[src/rtl/rca_word_seq.sv]
// rca_word_seq
//   Multi-word add/subtract sequencer around an external 3-bit ripple-carry
//   adder stage. A wide operand pair is accepted over a valid/ready handshake,
//   then fed to the adder one 3-bit slice per cycle (LSB slice first). The
//   adder's carry-out is chained into the next slice. The assembled result and
//   the final carry are presented over a valid/ready handshake.
//
// Ports
//   clk, rst          : clock, asynchronous active-high reset
//   in_valid/in_ready : operand handshake (in_ready high only in IDLE)
//   op_a, op_b        : W-bit operands, W = 3*WORDS
//   op_cin            : carry-in for add; ignored when op_sub=1
//   op_sub            : 1 = A - B, 0 = A + B + op_cin
//   rca_a/rca_b/rca_cin : slice drive to the external adder (0 outside RUN)
//   rca_sum/rca_cout  : external adder outputs
//   out_valid/out_ready : result handshake
//   result, result_cout : W-bit result and final carry (1 = no borrow on sub)
//   busy              : high in RUN or DONE
module rca_word_seq #(
  parameter int unsigned WORDS = 4
) (
  input  logic                 clk,
  input  logic                 rst,
  input  logic                 in_valid,
  output logic                 in_ready,
  input  logic [3*WORDS-1:0]   op_a,
  input  logic [3*WORDS-1:0]   op_b,
  input  logic                 op_cin,
  input  logic                 op_sub,
  output logic [2:0]           rca_a,
  output logic [2:0]           rca_b,
  output logic                 rca_cin,
  input  logic [2:0]           rca_sum,
  input  logic                 rca_cout,
  output logic                 out_valid,
  input  logic                 out_ready,
  output logic [3*WORDS-1:0]   result,
  output logic                 result_cout,
  output logic                 busy
);

  localparam int unsigned W  = 3 * WORDS;
  localparam int unsigned IW = (WORDS > 1) ? $clog2(WORDS) : 1;
  localparam logic [IW-1:0] LAST = IW'(WORDS - 1);

  typedef enum logic [1:0] {
    IDLE = 2'd0,
    RUN  = 2'd1,
    DONE = 2'd2
  } state_t;

  state_t        state;
  state_t        state_nxt;
  logic [W-1:0]  a_reg;
  logic [W-1:0]  b_reg;
  logic [W-1:0]  res_reg;
  logic          carry_reg;
  logic [IW-1:0] idx;
  logic [2:0]    a_slice;
  logic [2:0]    b_slice;

  // Slice select written as a decoded mux so every part-select is constant.
  always_comb begin
    a_slice = '0;
    b_slice = '0;
    for (int unsigned w = 0; w < WORDS; w++) begin
      if (idx == IW'(w)) begin
        a_slice = a_reg[3*w +: 3];
        b_slice = b_reg[3*w +: 3];
      end
    end
  end

  always_comb begin
    state_nxt = state;
    case (state)
      IDLE:    if (in_valid)    state_nxt = RUN;
      RUN:     if (idx == LAST) state_nxt = DONE;
      DONE:    if (out_ready)   state_nxt = IDLE;
      default:                  state_nxt = IDLE;
    endcase
  end

  always_comb begin
    in_ready    = 1'b0;
    out_valid   = 1'b0;
    busy        = 1'b0;
    rca_a       = '0;
    rca_b       = '0;
    rca_cin     = 1'b0;
    result      = res_reg;
    result_cout = carry_reg;
    case (state)
      IDLE: in_ready = 1'b1;
      RUN: begin
        busy    = 1'b1;
        rca_a   = a_slice;
        rca_b   = b_slice;
        rca_cin = carry_reg;
      end
      DONE: begin
        busy      = 1'b1;
        out_valid = 1'b1;
      end
      default: ;
    endcase
  end

  always_ff @(posedge clk or posedge rst) begin
    if (rst) begin
      state     <= IDLE;
      idx       <= '0;
      carry_reg <= 1'b0;
      a_reg     <= '0;
      b_reg     <= '0;
      res_reg   <= '0;
    end else begin
      state <= state_nxt;
      case (state)
        IDLE: begin
          if (in_valid) begin
            a_reg     <= op_a;
            // Subtract as A + ~B + 1: invert B here and seed the carry with 1.
            b_reg     <= op_sub ? ~op_b : op_b;
            carry_reg <= op_sub ? 1'b1 : op_cin;
            idx       <= '0;
            res_reg   <= '0;
          end
        end
        RUN: begin
          for (int unsigned w = 0; w < WORDS; w++) begin
            if (idx == IW'(w)) res_reg[3*w +: 3] <= rca_sum;
          end
          carry_reg <= rca_cout;
          if (idx != LAST) idx <= idx + IW'(1);
        end
        default: ;
      endcase
    end
  end

endmodule

[config.mk]
export PLATFORM = sky130hd
export DESIGN_NAME = rca_word_seq
export DESIGN_NICKNAME = d
export VERILOG_FILES = /design/src/rtl/rca_word_seq.sv
export SDC_FILE = /design/constraint.sdc
export NUM_CORES = 1
export LEC_CHECK = 0
export CORE_MARGIN = 2
export CORE_UTILIZATION = 50
export DETAILED_ROUTE_END_ITERATION = 6
export PLACE_DENSITY = 0.8
export SYNTH_ARGS = -nofsm -noshare
export SYNTH_HDL_FRONTEND = slang
export SYNTH_SLANG_ARGS = --single-unit
[constraint.sdc]
create_clock -name clk -period 1.95 [get_ports clk]
set_input_delay 0.4875 -clock clk [delete_from_list [all_inputs] [get_ports clk]]
set_output_delay 0.4875 -clock clk [all_outputs]
set_load 0.02 [all_outputs]
==> flow_summary_export.csv <==
group,metric,value,unit
die,ios,57,
synthesis,yosysSeqAreaShare,0.4341,
synthesis,netlist_instances,244,
place,hpwlAfterDp,4.138,mm
die,start_util,0.5105,
synthesis,yosys_warnings,0,
sta,slew_viol_final,0,
cts,h-tree-depth,2,
final_layout,drive_above_1_share,0.2747,
synthesis,synth_compound_area_frac,0.2038,
cts,cts-root-buf,"clkbuf_8",
place,place_congestion,0.8080,
sta,setup_tns,-1.436,ns
detailed_routing,vias,2151,
grt,grt_max_degree,42,
final_layout,finalCoreUtilization,0.7432,
setup_path,reg2reg_depth,7,
detailed_routing,wl_per_cell,16.36,um
synthesis,synth_common_cells,"dfrtp_1 (41), o21ai_0 (28), nand2_1 (23)",
die,rows,25,
grt,grt_pass1_vias,2241,
synthesis,synth_xor_xnor_area_share,0.04447,
die,placeableCoreArea,4629,um^2
final_layout,area_delta_synth_final,45.58,%
detailed_routing,vias_per_cell,5.690,
synthesis,post-synth-top-count-cell,"dfrtp_1",
grt,antenna_found_initial,0,
detailed_routing,wl,6.185,mm
detailed_routing,drtIter0Drc,155,
cts,cts_buffer_depth,2,
setup_path,slowest_delay,0.42,ns
sta,slew_headroom,0.7933,
synthesis,synth_seq_cells,41,
final_layout,seq_area,1027,um^2
cts,insertion_delay,0.30,ns
final_layout,final_area,3441,um^2
synthesis,async_reset_ff_frac,1.000,
setup_path,r2r_slack,0.14,ns
final_layout,nets,365,
pwr,peakVddDrop,1.017,mV
min_path,hold_depth,2,
sta,skew,0.003362,ns
sta,clock.fmax,453.0,MHz
cts,clock-sinks,41,
sta,min_period_over_period,1.132,
final_layout,antenna_cells,0,
flow_run,maxCapViolations,0,
cts,cts_hold_buf,0,
die,die_w,72.76,um
synthesis,syn-cell-area,2364,um^2
synthesis,synth.avg_cell_area,9.687,um^2
sta,finalHoldViolations,0,
sta,tightestPinTransition,0.3091,ns
setup_path,cp_slowest_cell,"dfrtp_1",
synthesis,synthesis.nets,286,
synthesis,synth_flop_cell,"dfrtp_1",
detailed_routing,dr.pass1.iters,4,
pwr,p_per_area,1586,nW/um^2
synthesis,synth_cell_types,34,
setup_path,cp-end-kind,"output pin",
setup_path,critPathMaxFanout,5,
cts,cts_inserted_buffers,5,
detailed_routing,drc,0,
outcome,violations,"negative setup slack",
detailed_routing,ant_nets,0,
grt,grt_use_total,0.2564,
synthesis,synth_top_family_by_area,"compound AO/OA/AOI/OAI gates",
synthesis,synthMuxAreaShare,0.07094,
die,die_h,72.76,um
synthesis,synthSimpleGateAreaFrac,0.1419,
sta,timing.final.crit_period,2.208,ns
sta,rsz0062_at_grt,"true",
sta,fin_ws,-0.2575,ns
sta,setup_violations,6,
min_path,whs_endpoint,"b_reg[8]",
setup_path,rr_startpoint,"state[1]",
final_layout,fillers,315,
synthesis,synthAdderAreaFrac,0.04235,
cts,clk_pin_slew,0.08,ns
setup_path,cp_data_required_time,1.46,ns
synthesis,synth_top_area_share,0.4341,
setup_path,crit_type,"register to output pin",
synthesis,synthTopCellsByArea,"dfrtp_1 (43%), o21ai_0 (5.9%), xnor2_1 (4.4%), ha_1 (4.2%), nand2_1 (3.7%)",
place,port_buffers,56,
final_layout,multiInputGateArea,1324,um^2
grt,grt_pass1_wl,10.46,mm
min_path,hold_class,"register to register",
setup_path,crit_top_cell,"buf_4",
synthesis,synth_edf_count,0,
pwr,leakage,0.001500,uW
place,place_area,3161,um^2
setup_path,r2r_end,"state[0]",
cts,cts_tree,"done",
min_path,min_from,"b_reg[8]",
setup_path,startpoint_type,"register",
grt,grt_overflow,0,
setup_path,path_cells,"buf_4 > ha_2 > buf_4 > a221oi_2 > o21ai_2 > buf_4",
outcome,status,"finished with violations",
synthesis,synth.largest_area_cell,"dfrtp_1",
die,die-area,5293,um^2
setup_path,worstPathArrival,1.72,ns
==> cell type report <==
cell class,count,share of cell area
clock buffer,5,0.02000
clock inverter,3,0.01891
inverter,11,0.01200
multi-input combinational,173,0.3847
sequential,41,0.2985
tap,54,0.01964
timing repair buffer,91,0.2462
==> cells in the final DEF (no fill, tap or decap), drive strengths merged <==
master | Yosys | routed
nand3b | 2 | 2
inv | 11 | 11
o2bb2ai | 2 | 2
a221oi | 6 | 6
a21o | 1 | 1
and2 | 2 | 2
bufinv | 0 | 2
or2 | 1 | 1
o22ai | 1 | 1
mux2 | 14 | 14
buf | 15 | 44
o221ai | 4 | 4
o21ai | 34 | 34
a22o | 1 | 1
mux2i | 1 | 1
ha | 8 | 8
nor2b | 6 | 6
clkinv | 0 | 1
clkbuf | 4 | 6
dfrtp | 41 | 41
nand3 | 14 | 14
nor3 | 1 | 1
a211o | 5 | 5
clkdlybuf4s50 | 0 | 46
nand2b | 8 | 8
a32o | 3 | 3
nand2 | 24 | 24
xnor2 | 12 | 12
a221o | 4 | 4
a21oi | 14 | 14
and3 | 4 | 4
or4b | 1 | 1
==> report_power, final <==
| group | switching, uW | internal (uW) | leakage (uW) | total (uW) |
|---|---|---|---|---|
| Combinational | 1560 | 1550 | 0.000921 | 3110 |
| Sequential | 304 | 1230 | 0.000511 | 1530 |
| Clock | 308 | 509 | 0.0000681 | 816 |
| Total | 2170 | 3280 | 0.00150 | 5460 |
==> what timing repair did <==
action	CTS	global route
pin swaps	12	3
hold endpoints to repair	0	0
gates cloned	0	0
endpoints found under the setup margin	10	9
resized for setup	72	13
setup buffers	5	0
==> layer usage <==
| layer | GRT usage | vias up | wire length, um |
|---|---|---|---|
| li1 | - | 1022 | - |
| met3 | 0.06077 | 16 | 265 |
| met4 | 0.1070 | 0 | 148 |
| met2 | 0.4394 | 66 | 3313 |
| met1 | 0.3084 | 1047 | 2457 |
| met5 | 0 | - | 0 |
==> worst max path at each step <==
stage | from | end | slack, ns
detailed placement | idx[1] | rca_a[2] | -0.43
floorplan | idx[0] | rca_b[0] | 0.03
global placement | idx[1] | rca_a[2] | -0.36
CTS | idx[0] | rca_b[1] | -0.23
global route | idx[0] | rca_a[1] | -0.31
finish | idx[1] | rca_b[2] | -0.26
==> critical path: cells and delay by family, from the launching register on <==
kind	cells	cell delay [ns]
AOI/OAI and AO/OA	2	0.32
adders and majority gates	1	0.21
buffers and inverters	3	0.47
DFF	1	0.42
==> per-stage QoR <==
stage,hold slack [ns],power [uW],setup WS [ns],std cells
finish,0.4878,5457,-0.2575,378
global route,0.5230,5793,-0.3142,378
CTS,0.4900,5326,-0.2335,378
detailed placement,0.4666,4222,-0.4311,365
global placement,0.4560,4126,-0.3598,365
floorplan,0.4447,3160,0.02726,244
==> logic make-up after synthesis <==
kind of cell	count (synthesis)
AOI/OAI and AO/OA	75
and+or+nand+nor	63
DFF	41
buffers and inverters	30
muxes	15
xor gates and xnor gates	12
adders and majority gates	8
Note: power is estimated with default switching activity, not from simulation.
